[config.mk]
export PLATFORM = sky130hd
export DESIGN_NAME = rr_arbiter
export DESIGN_NICKNAME = d
export VERILOG_FILES = /design/src/rtl/arb_pkg.sv /design/src/rtl/rr_pick.sv /design/src/rtl/rr_arbiter.sv
export SDC_FILE = /design/constraint.sdc
export NUM_CORES = 1
export LEC_CHECK = 0
export BUFFER_PORTS_ARGS = -buffer_cell sky130_fd_sc_hd__buf_2
export CAP_MARGIN = 20
export CORE_AREA = 8 8 56 62
export DETAILED_ROUTE_END_ITERATION = 8
export DIE_AREA = 0 0 64 70
export HOLD_SLACK_MARGIN = 0.03
export PLACE_DENSITY = 0.72
export SLEW_MARGIN = 40
export SYNTH_ARGS = -nofsm -noshare
export SYNTH_HDL_FRONTEND = slang
export SYNTH_SLANG_ARGS = --single-unit
[constraint.sdc]
create_clock -name clk -period 3.1 [get_ports clk]
set_input_delay 0.465 -clock clk [delete_from_list [all_inputs] [get_ports clk]]
set_output_delay 0.465 -clock clk [all_outputs]
set_load 0.03 [all_outputs]
[src/rtl/arb_pkg.sv]
// Shared types and width helpers for the round-robin arbiter.
package arb_pkg;

  typedef enum logic [0:0] {ARB_IDLE, ARB_GRANT} arb_state_t;

  function automatic int idx_w(input int n);
    return (n < 2) ? 1 : $clog2(n);
  endfunction

  function automatic int hold_w(input int m);
    return $clog2(m + 1);
  endfunction

endpackage

[src/rtl/rr_pick.sv]
// Rotating-priority picker: first requester at or after start, wrapping modulo N_REQ.
module rr_pick
  import arb_pkg::*;
#(
  parameter  int N_REQ = 4,
  localparam int IDX_W = idx_w(N_REQ)
) (
  input  logic [N_REQ-1:0] req,
  input  logic [IDX_W-1:0] start,
  output logic [IDX_W-1:0] win,
  output logic             any
);

  // start is always below N_REQ, so one subtraction is enough to wrap.
  function automatic int wrap(input int v);
    return (v >= N_REQ) ? v - N_REQ : v;
  endfunction

  // Scan from the far end so the nearest requester after start overwrites the rest.
  always_comb begin
    any = 1'b0;
    win = '0;
    for (int k = N_REQ - 1; k >= 0; k--) begin
      if (req[IDX_W'(wrap(int'(start) + k))]) begin
        any = 1'b1;
        win = IDX_W'(wrap(int'(start) + k));
      end
    end
  end

endmodule

[src/rtl/rr_arbiter.sv]
// Round-robin arbiter with bounded grant occupancy; all outputs registered.
// en=0 freezes every register; a release re-arbitrates with no idle bubble.
module rr_arbiter
  import arb_pkg::*;
#(
  parameter  int N_REQ    = 4,
  parameter  int MAX_HOLD = 8,
  localparam int IDX_W    = idx_w(N_REQ),
  localparam int HOLD_W   = hold_w(MAX_HOLD)
) (
  input  logic              clk,
  input  logic              rst_aL,
  input  logic              en,
  input  logic [N_REQ-1:0]  req,
  output logic [N_REQ-1:0]  gnt,
  output logic              gnt_valid,
  output logic [IDX_W-1:0]  gnt_idx,
  output logic [HOLD_W-1:0] hold_cnt
);

  arb_state_t       state;
  logic [IDX_W-1:0] ptr;
  logic [IDX_W-1:0] nxt_start;
  logic [IDX_W-1:0] win_idle;
  logic [IDX_W-1:0] win_rel;
  logic             any_idle;
  logic             any_rel;
  logic             rel;

  function automatic logic [N_REQ-1:0] onehot(input logic [IDX_W-1:0] idx);
    logic [N_REQ-1:0] v;
    v      = '0;
    v[idx] = 1'b1;
    return v;
  endfunction

  assign nxt_start = (gnt_idx == IDX_W'(N_REQ - 1)) ? '0 : gnt_idx + IDX_W'(1);
  assign rel       = !req[gnt_idx] || (hold_cnt == HOLD_W'(MAX_HOLD - 1));

  rr_pick #(.N_REQ(N_REQ)) u_pick_idle (
    .req   (req),
    .start (ptr),
    .win   (win_idle),
    .any   (any_idle)
  );

  // Releasing requester sits last in this order, so it only wins when alone.
  rr_pick #(.N_REQ(N_REQ)) u_pick_rel (
    .req   (req),
    .start (nxt_start),
    .win   (win_rel),
    .any   (any_rel)
  );

  always_ff @(posedge clk or negedge rst_aL) begin
    if (!rst_aL) begin
      state     <= ARB_IDLE;
      ptr       <= '0;
      gnt       <= '0;
      gnt_valid <= 1'b0;
      gnt_idx   <= '0;
      hold_cnt  <= '0;
    end else if (en) begin
      case (state)
        ARB_IDLE: begin
          if (any_idle) begin
            state     <= ARB_GRANT;
            gnt_idx   <= win_idle;
            hold_cnt  <= '0;
            gnt       <= onehot(win_idle);
            gnt_valid <= 1'b1;
          end
        end
        ARB_GRANT: begin
          if (!rel) begin
            hold_cnt <= hold_cnt + HOLD_W'(1);
          end else begin
            ptr      <= nxt_start;
            hold_cnt <= '0;
            if (any_rel) begin
              gnt_idx <= win_rel;
              gnt     <= onehot(win_rel);
            end else begin
              state     <= ARB_IDLE;
              gnt       <= '0;
              gnt_valid <= 1'b0;
            end
          end
        end
      endcase
    end
  end

  a_gnt_onehot0 : assert property (@(posedge clk) disable iff (!rst_aL) $onehot0(gnt));
  a_gnt_valid   : assert property (@(posedge clk) disable iff (!rst_aL) gnt_valid == (|gnt));

endmodule
Yosys cells after proc, flatten, opt, wreduce, memory -nomap -nowiden
Index checks and enable logic that the tools add are counted. W data, S select, Z words.

Order comparisons: 21. Bitwise gates (word level): 1. Reduce and logical (&&, ||, !) cells: 9. Mux-type cells: 74. Eq/ne operators: 6. $add $sub $neg: 16.

Operator list (count): $mux W2 (20); $mux W1 (33); $lt A2 B4 Y1 const B (8); $mux W4 (5); $bmux W1 S2 (9); $ge A3 B3 Y1 const B (6); $pmux W4 S2 (2); $sub A2 B1 Y2 const B (8); $add A2 B2 Y3 const B (4); $lt A2 B3 Y1 const B (3); $reduce_and A4 Y1 (2); $add A2 B1 Y3 const B (2); $ge A2 B3 Y1 const B (2); $reduce_and A3 Y1 (2); $add A4 B1 Y4 const B (1); $demux W1 S2 (2); $eq A4 B3 Y1 const B (1); $ge A2 B1 Y1 const B (2); $ne A2 B1 Y1 const B (2); $ne A2 B2 Y1 const B (2); $pmux W1 S2 (2); $pmux W2 S2 (1); $add A2 B1 Y2 const B (1); $eq A2 B2 Y1 const B (1); other kinds (5) (6).

Output and inout bits: 11. Word-level logic and storage cells: 133. Register bits: 14.

Longest topological paths before layout
Gate-level depths: netlist (run 1).

Word-level depth: 19. Depth in mapped cells: 10. Gate-level depth less buffers: 8.

Cells and area by module
Synthesis (run 1) repeated with hierarchy kept, for this count alone.

Cell total of the unflattened synthesis: 106. Area, all modules: 969.7 um^2.

Modules (own cells, without submodules): rr_arbiter (cells each 80, area each 814.5 um^2, times used 1); rr_pick (cells each 13, area each 77.6 um^2, times used 2).

Worst setup path before layout (run 1)
No wires, ideal clock.

Kind: register to register. From: register gnt_idx[0]. To: register gnt_idx[1]. Stages on the path, launching flop included: 9. Arrival time: 2.540 ns. Data required time: 2.974 ns. Path slack: 0.434 ns. Path through: dfrtp_1 buf_2 inv_1 ha_1 clkbuf_1 o211ai_1 a41o_1 or4b_4 o311a_1.

Cells in the longest elaborated chain, start to end: 15. Elaborated cells on any way between the ends: 48.

Ends and longest elaborated chain: start: declaration (RTL line rr_arbiter.sv:17) `output logic [IDX_W-1:0] gnt_idx,`; start signal: assignment (RTL line rr_arbiter.sv:68) `gnt_idx <= win_idle;`; start signal: assignment (RTL line rr_arbiter.sv:81) `gnt_idx <= win_rel;`; $add A2 B1 Y2 or $eq A2 B2 Y1 (tied branches) (RTL line rr_arbiter.sv:37) `assign nxt_start = (gnt_idx == IDX_W'(N_REQ - 1)) ? '0 : gnt_idx + IDX_W'(1);`; $mux W2 (RTL line rr_arbiter.sv:37); $add A2 B2 Y3 (RTL line rr_pick.sv:24, rr_pick.sv:26); $ge A3 B3 Y1 or $sub A2 B1 Y2 (tied branches) (RTL line rr_pick.sv:16) `return (v >= N_REQ) ? v - N_REQ : v;`; $mux W2 (RTL line rr_pick.sv:16); $bmux W1 S2 (RTL line rr_pick.sv:24) `if (req[IDX_W'(wrap(int'(start) + k))]) begin`; $mux W1 (not written as such) (2 in a row) (RTL line rr_pick.sv:24); $mux W2 (4 in a row) (RTL line rr_pick.sv:24); $mux W2 (RTL line rr_arbiter.sv:80) `if (any_rel) begin`; $mux W2 (RTL line rr_arbiter.sv:75) `if (!rel) begin`; $pmux W2 S2 (RTL line rr_arbiter.sv:64) `case (state)`.

Several ways; a longest one is shown, not always the timed one. The select of a mux whose other input is x is not followed. A chain may end at the register's enable or synchronous reset.

Final worst setup path (run 1)
Ends and elaborated chain as after synthesis.

==> results of run 1 <==
## stage by stage
step	utilization, %	std cells
2_1_floorplan	-	151
3_3_place_gp	55.3	187
3_5_place_dp	55.3	187
4_1_cts	56.8	191
5_1_grt	56.8	191
6_report	56.8	191
## area by class of cell
type / instances / area (um2)
sequential: 14 / 350
multi-input combinational: 114 / 836
clock buffer: 4 / 36.3
tap: 31 / 38.8
fill: 210 / 1060
inverter: 10 / 37.5
timing repair buffer: 18 / 92.6
## sequential cells by signal, summed over array words and instances (netlist names)
register   count
gnt            4
gnt_idx        2
gnt_valid      1
hold_cnt       4
ptr            2
state          1
## power by group
group	internal [mW]	switching, mW
Sequential	0.251	0.0943
Combinational	0.410	0.605
Clock	0.0715	0.0609
Total	0.732	0.760
## synth_stat cells (all sizes together)
cell type and n:
o2111a 1, nor4bb 1, o311a 1, o221ai 2, nand3b 3, o22ai 2, a211oi 2, a311oi 1
or4b 1, nand3 6, clkbuf 8, o31ai 3, buf 5, a31oi 1, nor2 7, o211ai 1
o2bb2ai 2, o311ai 1, nor2b 1, a22oi 1, nor4 2, a21o 4, o21ai 10, a2bb2oi 3
o211a 2, mux4 1, mux2i 9, o22a 1, xnor2 2, mux2 1, a21oi 7, inv 10
and3 1, nor3 9, a311o 1, nand2b 6, dfrtp 14, a22o 2, nand2 9, nor3b 1
or2 1, a41o 1, ha 3, nand4 1
## layout by cell type (no fill, tap or decap), types with 2 or more instances in the layout
cell type                   synthesis  layout
sky130_fd_sc_hd__o31ai_1            3       3
sky130_fd_sc_hd__a21o_1             4       4
sky130_fd_sc_hd__nand2b_1           6       6
sky130_fd_sc_hd__o22ai_1            2       2
sky130_fd_sc_hd__nor4_1             2       2
sky130_fd_sc_hd__nand3_1            5       5
sky130_fd_sc_hd__buf_2              3      17
sky130_fd_sc_hd__ha_1               3       3
sky130_fd_sc_hd__mux2i_1            9       9
sky130_fd_sc_hd__a2bb2oi_1          3       3
sky130_fd_sc_hd__xnor2_1            2       2
sky130_fd_sc_hd__o21ai_0            5       5
sky130_fd_sc_hd__a22o_1             2       2
sky130_fd_sc_hd__a21oi_1            7       7
sky130_fd_sc_hd__nor3_1             9       9
sky130_fd_sc_hd__nand2_1            8       8
sky130_fd_sc_hd__clkbuf_4           0       3
sky130_fd_sc_hd__dfrtp_1           14      14
sky130_fd_sc_hd__inv_1             10      10
sky130_fd_sc_hd__o2bb2ai_1          2       2
sky130_fd_sc_hd__nor2_1             6       6
sky130_fd_sc_hd__o21ai_1            5       5
sky130_fd_sc_hd__o211a_1            2       2
sky130_fd_sc_hd__nand3b_1           3       3
## worst paths after layout
kind	depth (start not counted)	start	to	slack (ns)
worst min-delay path	1	rst_aL	hold_cnt[3]	0.06
worst max-delay path	7	gnt_idx[0]	gnt_idx[1]	0.61
max in group asynchronous	1	rst_aL	gnt_idx[1]	2.80
worst max register to register	7	gnt_idx[0]	gnt_idx[1]	0.61
worst min register to register	2	gnt[2]	gnt[2]	0.52
min in group clk	3	en	state	0.51
## routing by layer
metal / vias to the layer above / part of all wire (%) / track usage, %
li1: 585 / - / -
met1: 575 / 45 / 16.7
met2: 48 / 48 / 23.6
met3: 9 / 4.5 / 1.75
met4: 0 / 1.7 / 3.97
met5: - / 0 / 0
## cells by family after synthesis
kind of cell             after synthesis
adder cells (fa/ha/maj)                3
buffers and inverters                 23
flip-flops                            14
AO/OA/AOI/OAI                         49
XOR/XNOR                               2
AND/OR/NAND/NOR                       49
multiplexers                          11
==> reports/metrics.yaml, run 1 <==
global_routing:
  first_global_vias: 1135
  globalRoute.totalOverflow: 0
  grt_pass1_wl_um: 5180
  number_of_antenna_violations_at_the_first_check_in_global_routing: 0
  grt_use_total_pct: 13.5
  grt_start_max_net_pins: 23
detailed_routing:
  firstDrtPassIters: 4
  drc_errors: 0
  route.final.wire_length_um: 3050
  drt-initial-drc-count: 95
  postRouteAntennaNets: 0
  dr_total_vias: 1217
  viasPerCell: 6.37
  wl_per_cell_um: 16.0
sta:
  report.final.hold_viol_count: 0
  setup_repair_after_global_routing_missed_its_margin: "false"
  worst_slew_pin_slew_ns: 0.626
  max_clock_freq_mhz: 402
  timing.final.setup_violations: 0
  final.period_utilization_pct: 80.2
  finClkSkew_ns: 0.000671
  totalNegativeSetupSlack_ns: 0
  worst_hold_slack_ns: 0.0614
  timing.final.crit_period_ns: 2.49
  final.setup.worst_slack_ns: 0.614
  slew_headroom_pct: 58.2
  finalMaxSlewViolations: 0
synth:
  area_fraction_in_compound_gates_after_synthesis_pct: 28.3
  post_synth_xor_area_fraction_pct: 1.36
  synth_seq_cells: 14
  dominant_combinational_cell_family_by_area_after_synthesis: "compound AO/OA/AOI/OAI gates"
  synth_seq_area_share_pct: 27.2
  synthesis.nets: 161
  yosys_warnings: 0
  post_synth_instance_area_um2: 1290
  synthDominantCellAreaShare_pct: 27.2
  gate_count_of_the_mapped_netlist: 151
  top_cells_by_area_in_the_synthesized_netlist: "sky130_fd_sc_hd__dfrtp_1, sky130_fd_sc_hd__mux2i_1, sky130_fd_sc_hd__nor3_1"
  synth_top_area_cell: "sky130_fd_sc_hd__dfrtp_1"
  post_synth_simple_gate_area_pct: 22.7
  synth_adder_area_share_pct: 2.92
  multiplexer_area_fraction_after_synthesis_pct: 9.62
  ys_types: 52
  synthesis.area_per_instance_um2: 8.53
worst_hold_path:
  min_delay_worst_type: "in2async"
setup_path:
  critPathSlowestCell: "sky130_fd_sc_hd__or4b_4"
  slowest_delay_ns: 0.56
  worstPathBufferInverterCount: 1
  timing.setup.critical_path_class: "reg2reg"
  worst-path-max-fanout: 22
  crit_family: "simple AND/OR/NAND/NOR gates"
  worstSetupEndpointType: "register"
  critical_path.startpoint_type: "register"
  cp_data_required_time_ns: 3.27
  path_cells: "buf_4, ha_1, nor2_1, o211ai_1, a41o_1, or4b_4, o311a_1"
  cp.arrival_ns: 2.66
floorplan:
  die-area_um2: 4480
  die_width_um: 64
  floorplan.io_pins: 18
  start_util_pct: 52.6
  core-area_um2: 2450
  row_count: 19
  chipHeight_um: 70
cts:
  cts.sink_count: 14
  cts.root.buffer_cell: "sky130_fd_sc_hd__clkbuf_4"
  cts.hold.buffers_added: 0
  post_cts_resize_count: 0
  clock_path_buffers: 2
  tritoncts_buffers: 3
  cts_setup_buffers: 0
  clock_insertion_delay_worst_skew_ns: 0.28
  clkTransAtPathRegs_ns: 0.08
  htree_levels: 1
  cts_tree: "built"
finish:
  layout-area-overhead-vs-synth_pct: 8.07
  final_cell_area_um2: 1390
  drive_gt1_share_pct: 18.1
  n_antenna_cell: 0
  final_net_count: 171
power:
  power.density_nw_per_um2: 1070
  total_power_mw: 1.49
  max-vdd-ir-drop_v: 0.000633
  leak_pwr_nw: 0.648
placed_design:
  post-dp-hpwl_um: 2260
  place.port_buffers: 17
  gp_congestion: 0.964
  dpl_worst_slack_ns: 0.627
  detailed_place.area_um2: 1360
flow_run:
  max-cap-violations: 0
status:
  outcome: "finished clean"
No activity file was read; power rests on OpenSTA's default activity.
==> run 2: changes to the inputs <==
--- a/config.mk
+++ b/config.mk
@@ -7,11 +7,11 @@
 export LEC_CHECK = 0
 export BUFFER_PORTS_ARGS = -buffer_cell sky130_fd_sc_hd__buf_2
 export CAP_MARGIN = 20
-export CORE_AREA = 8 8 56 62
+export CORE_AREA = 8 8 57 64
 export DETAILED_ROUTE_END_ITERATION = 8
-export DIE_AREA = 0 0 64 70
+export DIE_AREA = 0 0 65 72
 export HOLD_SLACK_MARGIN = 0.03
-export PLACE_DENSITY = 0.72
+export PLACE_DENSITY = 0.71
 export SLEW_MARGIN = 40
 export SYNTH_ARGS = -nofsm -noshare
 export SYNTH_HDL_FRONTEND = slang
==> constraint.sdc (replaced) <==
create_clock -name clk -period 2 [get_ports clk]
set_input_delay 0.3 -clock clk [delete_from_list [all_inputs] [get_ports clk]]
set_output_delay 0.3 -clock clk [all_outputs]
set_load 0.03 [all_outputs]
==> reports/metrics.yaml, run 2 (synthesized netlist as in run 1, its figures left out) <==
status:
  outcome: "finished with violations"
  failed_checks: "negative setup slack"
sta:
  final.setup.worst_slack_ns: -0.147
  slew_headroom_pct: 67.1
  final.period_utilization_pct: 107
  finalMaxSlewViolations: 0
  timing.final.setup_violations: 6
  setup_repair_after_global_routing_missed_its_margin: "true"
  timing.final.crit_period_ns: 2.15
  finClkSkew_ns: 0.00258
  max_clock_freq_mhz: 466
  report.final.hold_viol_count: 0
  worst_hold_slack_ns: 0.338
  worst_slew_pin_slew_ns: 0.488
cts:
  clock_path_buffers: 2
  cts.sink_count: 14
  htree_levels: 1
  tritoncts_buffers: 3
  cts.root.buffer_cell: "sky130_fd_sc_hd__clkbuf_4"
  clkTransAtPathRegs_ns: 0.08
  clock_insertion_delay_worst_skew_ns: 0.28
  cts_tree: "built"
finish:
  n_antenna_cell: 0
  fin_cells: 225
  layout-area-overhead-vs-synth_pct: 36.4
  post-route-util_pct: 66.9
  final_cell_area_um2: 1760
  final_net_count: 203
  top_regs: "gnt (4), hold_cnt (4)"
  final_common_cell: "sky130_fd_sc_hd__buf_4"
  drive_gt1_share_pct: 41.1
  layout.cells.most_common_list: "sky130_fd_sc_hd__buf_4, sky130_fd_sc_hd__buf_2, sky130_fd_sc_hd__dfrtp_1"
setup_path:
  slowest_delay_ns: 0.55
  reg2reg_setup_slack_ns: -0.15
  worst-path-max-fanout: 4
  timing.setup.critical_path_class: "reg2reg"
  path_cells: "buf_6, mux4_2, nand3_4, nand2_4, nor2_8, or4b_4, o221ai_2"
  critPathSlowestCell: "sky130_fd_sc_hd__mux4_2"
  worstSetupEndpointType: "register"
  critical_path.startpoint_type: "register"
  cp.arrival_ns: 2.35
  cp_data_required_time_ns: 2.20
global_routing:
  number_of_antenna_violations_at_the_first_check_in_global_routing: 0
  grt_start_max_net_pins: 22
  first_global_vias: 1440
  grt_use_total_pct: 16.0
  globalRoute.totalOverflow: 0
  grt_pass1_wl_um: 6200
detailed_routing:
  route.final.wire_length_um: 3620
  wl_per_cell_um: 16.1
  drc_errors: 0
  dr_total_vias: 1341
  firstDrtPassIters: 4
  drt-initial-drc-count: 76
  postRouteAntennaNets: 0
  viasPerCell: 5.96
floorplan:
  core-area_um2: 2630
  die-area_um2: 4680
  chipHeight_um: 72
  die_width_um: 65
  floorplan.io_pins: 18
  start_util_pct: 49.0
  row_count: 20
placed_design:
  detailed_place.area_um2: 1570
  place.port_buffers: 17
  post-dp-hpwl_um: 2670
  dpl_worst_slack_ns: -0.229
  gp_congestion: 0.988
  place_inst: 214
power:
  leak_pwr_nw: 0.815
  power.density_nw_per_um2: 1780
  max-vdd-ir-drop_v: 0.000988
worst_hold_path:
  min_delay_worst_type: "in2reg"
flow_run:
  max-cap-violations: 0
[run 2: cell count changes in the layout (fill, tap and decap cells not counted), moves of 3 or more]
cell and delta:
sky130_fd_sc_hd__nor2_1 -3, sky130_fd_sc_hd__buf_4 +29, sky130_fd_sc_hd__dfrtp_2 +3, sky130_fd_sc_hd__dfrtp_1 -3
[run 2: routing by layer]
layer	vias to the layer above	routed length [um]	track usage, %	share of wire (%)
met4	0	55	6.07	1.5
met5	-	0	0	0
li1	657	-	-	-
met1	636	1490	17.9	41
met2	42	1910	29.0	53
met3	6	172	3.08	4.7
[run 2: power breakdown]
group	internal, mW	leakage (nW)	total, mW	switching (mW)
registers	0.396	0.171	0.529	0.132
clock network	0.111	0.0210	0.204	0.0928
logic	1.15	0.624	2.39	1.23
total	1.66	0.815	3.12	1.46
[run 2: cell type report]
type	count	area [um2]
repair buffers	50	343
clock buffers	4	36.3
inverters	10	40.0
flip-flops and latches	14	354
fillers	209	871
multi-input cells	114	942
well taps	33	41.3
[run 2: per-stage QoR]
step | power [mW] | setup TNS [ns]
after floorplan | 1.94 | -0.807
after global placement | 2.43 | -1.00
after detailed placement | 2.48 | -1.32
after CTS | 2.96 | -0.411
after global routing | 3.35 | -1.19
final | 3.12 | -0.499
[run 2: worst max-delay path: cells and delay by family (launching register included)]
| family | cells | cell delay, ns |
|---|---|---|
| AO/OA/AOI/OAI | 1 | 0.18 |
| flip-flops | 1 | 0.46 |
| multiplexers | 1 | 0.55 |
| buffers and inverters | 1 | 0.13 |
| AND/OR/NAND/NOR | 4 | 0.74 |
[run 2: repair_timing]
| item | in CTS | in global routing |
|---|---|---|
| endpoints found under the hold margin | 14 | 0 |
| endpoints found under the setup margin | 8 | 13 |
| pin swaps | 7 | 9 |
| resized for setup | 12 | 9 |
| setup buffers | 5 | 1 |
| hold buffers | 1 | 0 |
[run 2: worst paths after layout]
kind                       startpoint          end  cells past startpoint
setup / recovery           gnt_idx[1]       gnt[1]                      7
min in group asynchronous      rst_aL  hold_cnt[0]                      2
hold reg to reg             gnt_valid    gnt_valid                      1
setup reg to reg           gnt_idx[1]       gnt[1]                      7
max in group asynchronous      rst_aL   gnt_idx[0]                      2
hold / removal                     en        state                      3
==> run 3: changes to the inputs <==
--- a/config.mk
+++ b/config.mk
@@ -12,6 +12,7 @@
 export DIE_AREA = 0 0 65 72
 export HOLD_SLACK_MARGIN = 0.03
 export PLACE_DENSITY = 0.71
+export SKIP_CTS_REPAIR_TIMING = 1
 export SLEW_MARGIN = 40
 export SYNTH_ARGS = -nofsm -noshare
 export SYNTH_HDL_FRONTEND = slang
==> reports/metrics.yaml, run 3 (synthesized netlist as in run 1, its figures left out) <==
global_routing:
  globalRoute.totalOverflow: 0
  grt_use_total_pct: 15.4
  grt_pass1_wl_um: 5970
  grt_start_max_net_pins: 22
  first_global_vias: 1375
  number_of_antenna_violations_at_the_first_check_in_global_routing: 0
setup_path:
  worstSetupEndpointType: "register"
  endpoint_of_the_worst_register_to_register_path: "gnt_idx[1]"
  cp.arrival_ns: 2.33
  critical_path.startpoint_type: "register"
  timing.setup.critical_path_class: "reg2reg"
  timing.reg2reg.worst_path_depth: 6
  cp_data_required_time_ns: 2.17
  r2r-start: "gnt_idx[1]"
  reg2reg_setup_slack_ns: -0.16
  worst-path-max-fanout: 7
power:
  total_power_mw: 3.08
  power.density_nw_per_um2: 1790
  leak_pwr_nw: 0.800
  max-vdd-ir-drop_v: 0.000988
finish:
  layout.cells.most_common_list: "sky130_fd_sc_hd__buf_4, sky130_fd_sc_hd__buf_2, sky130_fd_sc_hd__dfrtp_1"
  final_cell_area_um2: 1720
  fin_cells: 222
  final_net_count: 200
  drive_gt1_share_pct: 39.2
  top_regs: "gnt (4), hold_cnt (4)"
  n_antenna_cell: 0
  layout-area-overhead-vs-synth_pct: 33.4
  nFillCells: 223
  final_common_cell: "sky130_fd_sc_hd__buf_4"
cts:
  cts_tree: "built"
  htree_levels: 1
  clock_path_buffers: 2
  tritoncts_buffers: 3
  cts.sink_count: 14
  clock_insertion_delay_worst_skew_ns: 0.28
  cts.root.buffer_cell: "sky130_fd_sc_hd__clkbuf_4"
  clkTransAtPathRegs_ns: 0.08
placed_design:
  place.port_buffers: 17
  gp_congestion: 0.988
  place_inst: 214
  post-dp-hpwl_um: 2670
  detailed_place.area_um2: 1570
  dpl_worst_slack_ns: -0.229
sta:
  final.setup.worst_slack_ns: -0.155
  timing.final.setup_violations: 7
  totalNegativeSetupSlack_ns: -0.603
  worst_slew_pin_slew_ns: 0.541
  report.final.hold_viol_count: 0
  timing.final.crit_period_ns: 2.16
  slew_headroom_pct: 63.9
  finalMaxSlewViolations: 0
  max_clock_freq_mhz: 464
  finClkSkew_ns: 0.000946
  setup_repair_after_global_routing_missed_its_margin: "true"
  final.period_utilization_pct: 108
status:
  failed_checks: "negative setup slack"
  outcome: "finished with violations"
worst_hold_path:
  hold_path.startpoint: "en"
  min_delay_worst_type: "in2reg"
  hold_depth: 3
  holdPathEnd: "state"
detailed_routing:
  dr_total_vias: 1331
  drc_errors: 0
  drt-initial-drc-count: 95
  wl_per_cell_um: 16.2
  route.final.wire_length_um: 3610
  firstDrtPassIters: 4
  postRouteAntennaNets: 0
  viasPerCell: 6.00
floorplan:
  chipHeight_um: 72
  die-area_um2: 4680
  floorplan.io_pins: 18
  die_width_um: 65
  row_count: 20
  start_util_pct: 49.0
  core-area_um2: 2630
flow_run:
  max-cap-violations: 0
[run 3: per-layer routing]
layer	track usage, %	routed length [um]	vias to the layer above
met5	0	0	-
met4	5.10	64	0
met3	3.54	194	7
met2	27.8	1870	39
met1	17.2	1480	638
li1	-	-	647
[run 3: through the flow]
step / utilization, % / hold WS [ns]
finish: 65.4 / 0.339
global route: 65.4 / 0.366
CTS: 61.1 / -0.0967
detailed placement: 59.8 / 0.211
global placement: 59.8 / 0.207
floorplan: - / 0.00441
[run 3: worst max path at each step]
stage,start,to,slack (ns),cells after the start
finish,gnt_idx[1],gnt_idx[1],-0.16,6
global route,gnt_idx[1],gnt_idx[1],-0.22,6
CTS,gnt_idx[1],gnt[0],-0.25,7
detailed placement,gnt_idx[1],gnt[0],-0.23,7
global placement,gnt_idx[1],gnt[3],-0.19,8
floorplan,gnt_idx[0],gnt_idx[1],-0.24,8
[run 3: critical path, stage by stage, from the launching register on]
cell	delay, ns
sky130_fd_sc_hd__dfrtp_2	0.49
sky130_fd_sc_hd__ha_4	0.35
sky130_fd_sc_hd__nor4_2	0.05
sky130_fd_sc_hd__o211a_1	0.23
sky130_fd_sc_hd__a41o_1	0.23
sky130_fd_sc_hd__or4b_4	0.57
sky130_fd_sc_hd__o311a_1	0.13
[run 3: cell type report]
cell class	instances	area [um2]	share of cell area [%]
repair buffers	47	324	18.9
flip-flops and latches	14	353	20.5
well taps	33	41.3	2.40
multi-input cells	114	923	53.8
inverters	10	40.0	2.33
clock buffers	4	36.3	2.11
[run 3: report_power, final]
| part | leakage [nW] | switching, mW | internal (mW) |
|---|---|---|---|
| Sequential | 0.172 | 0.131 | 0.394 |
| Combinational | 0.607 | 1.22 | 1.13 |
| Clock | 0.0210 | 0.0954 | 0.111 |
| Total | 0.800 | 1.44 | 1.64 |
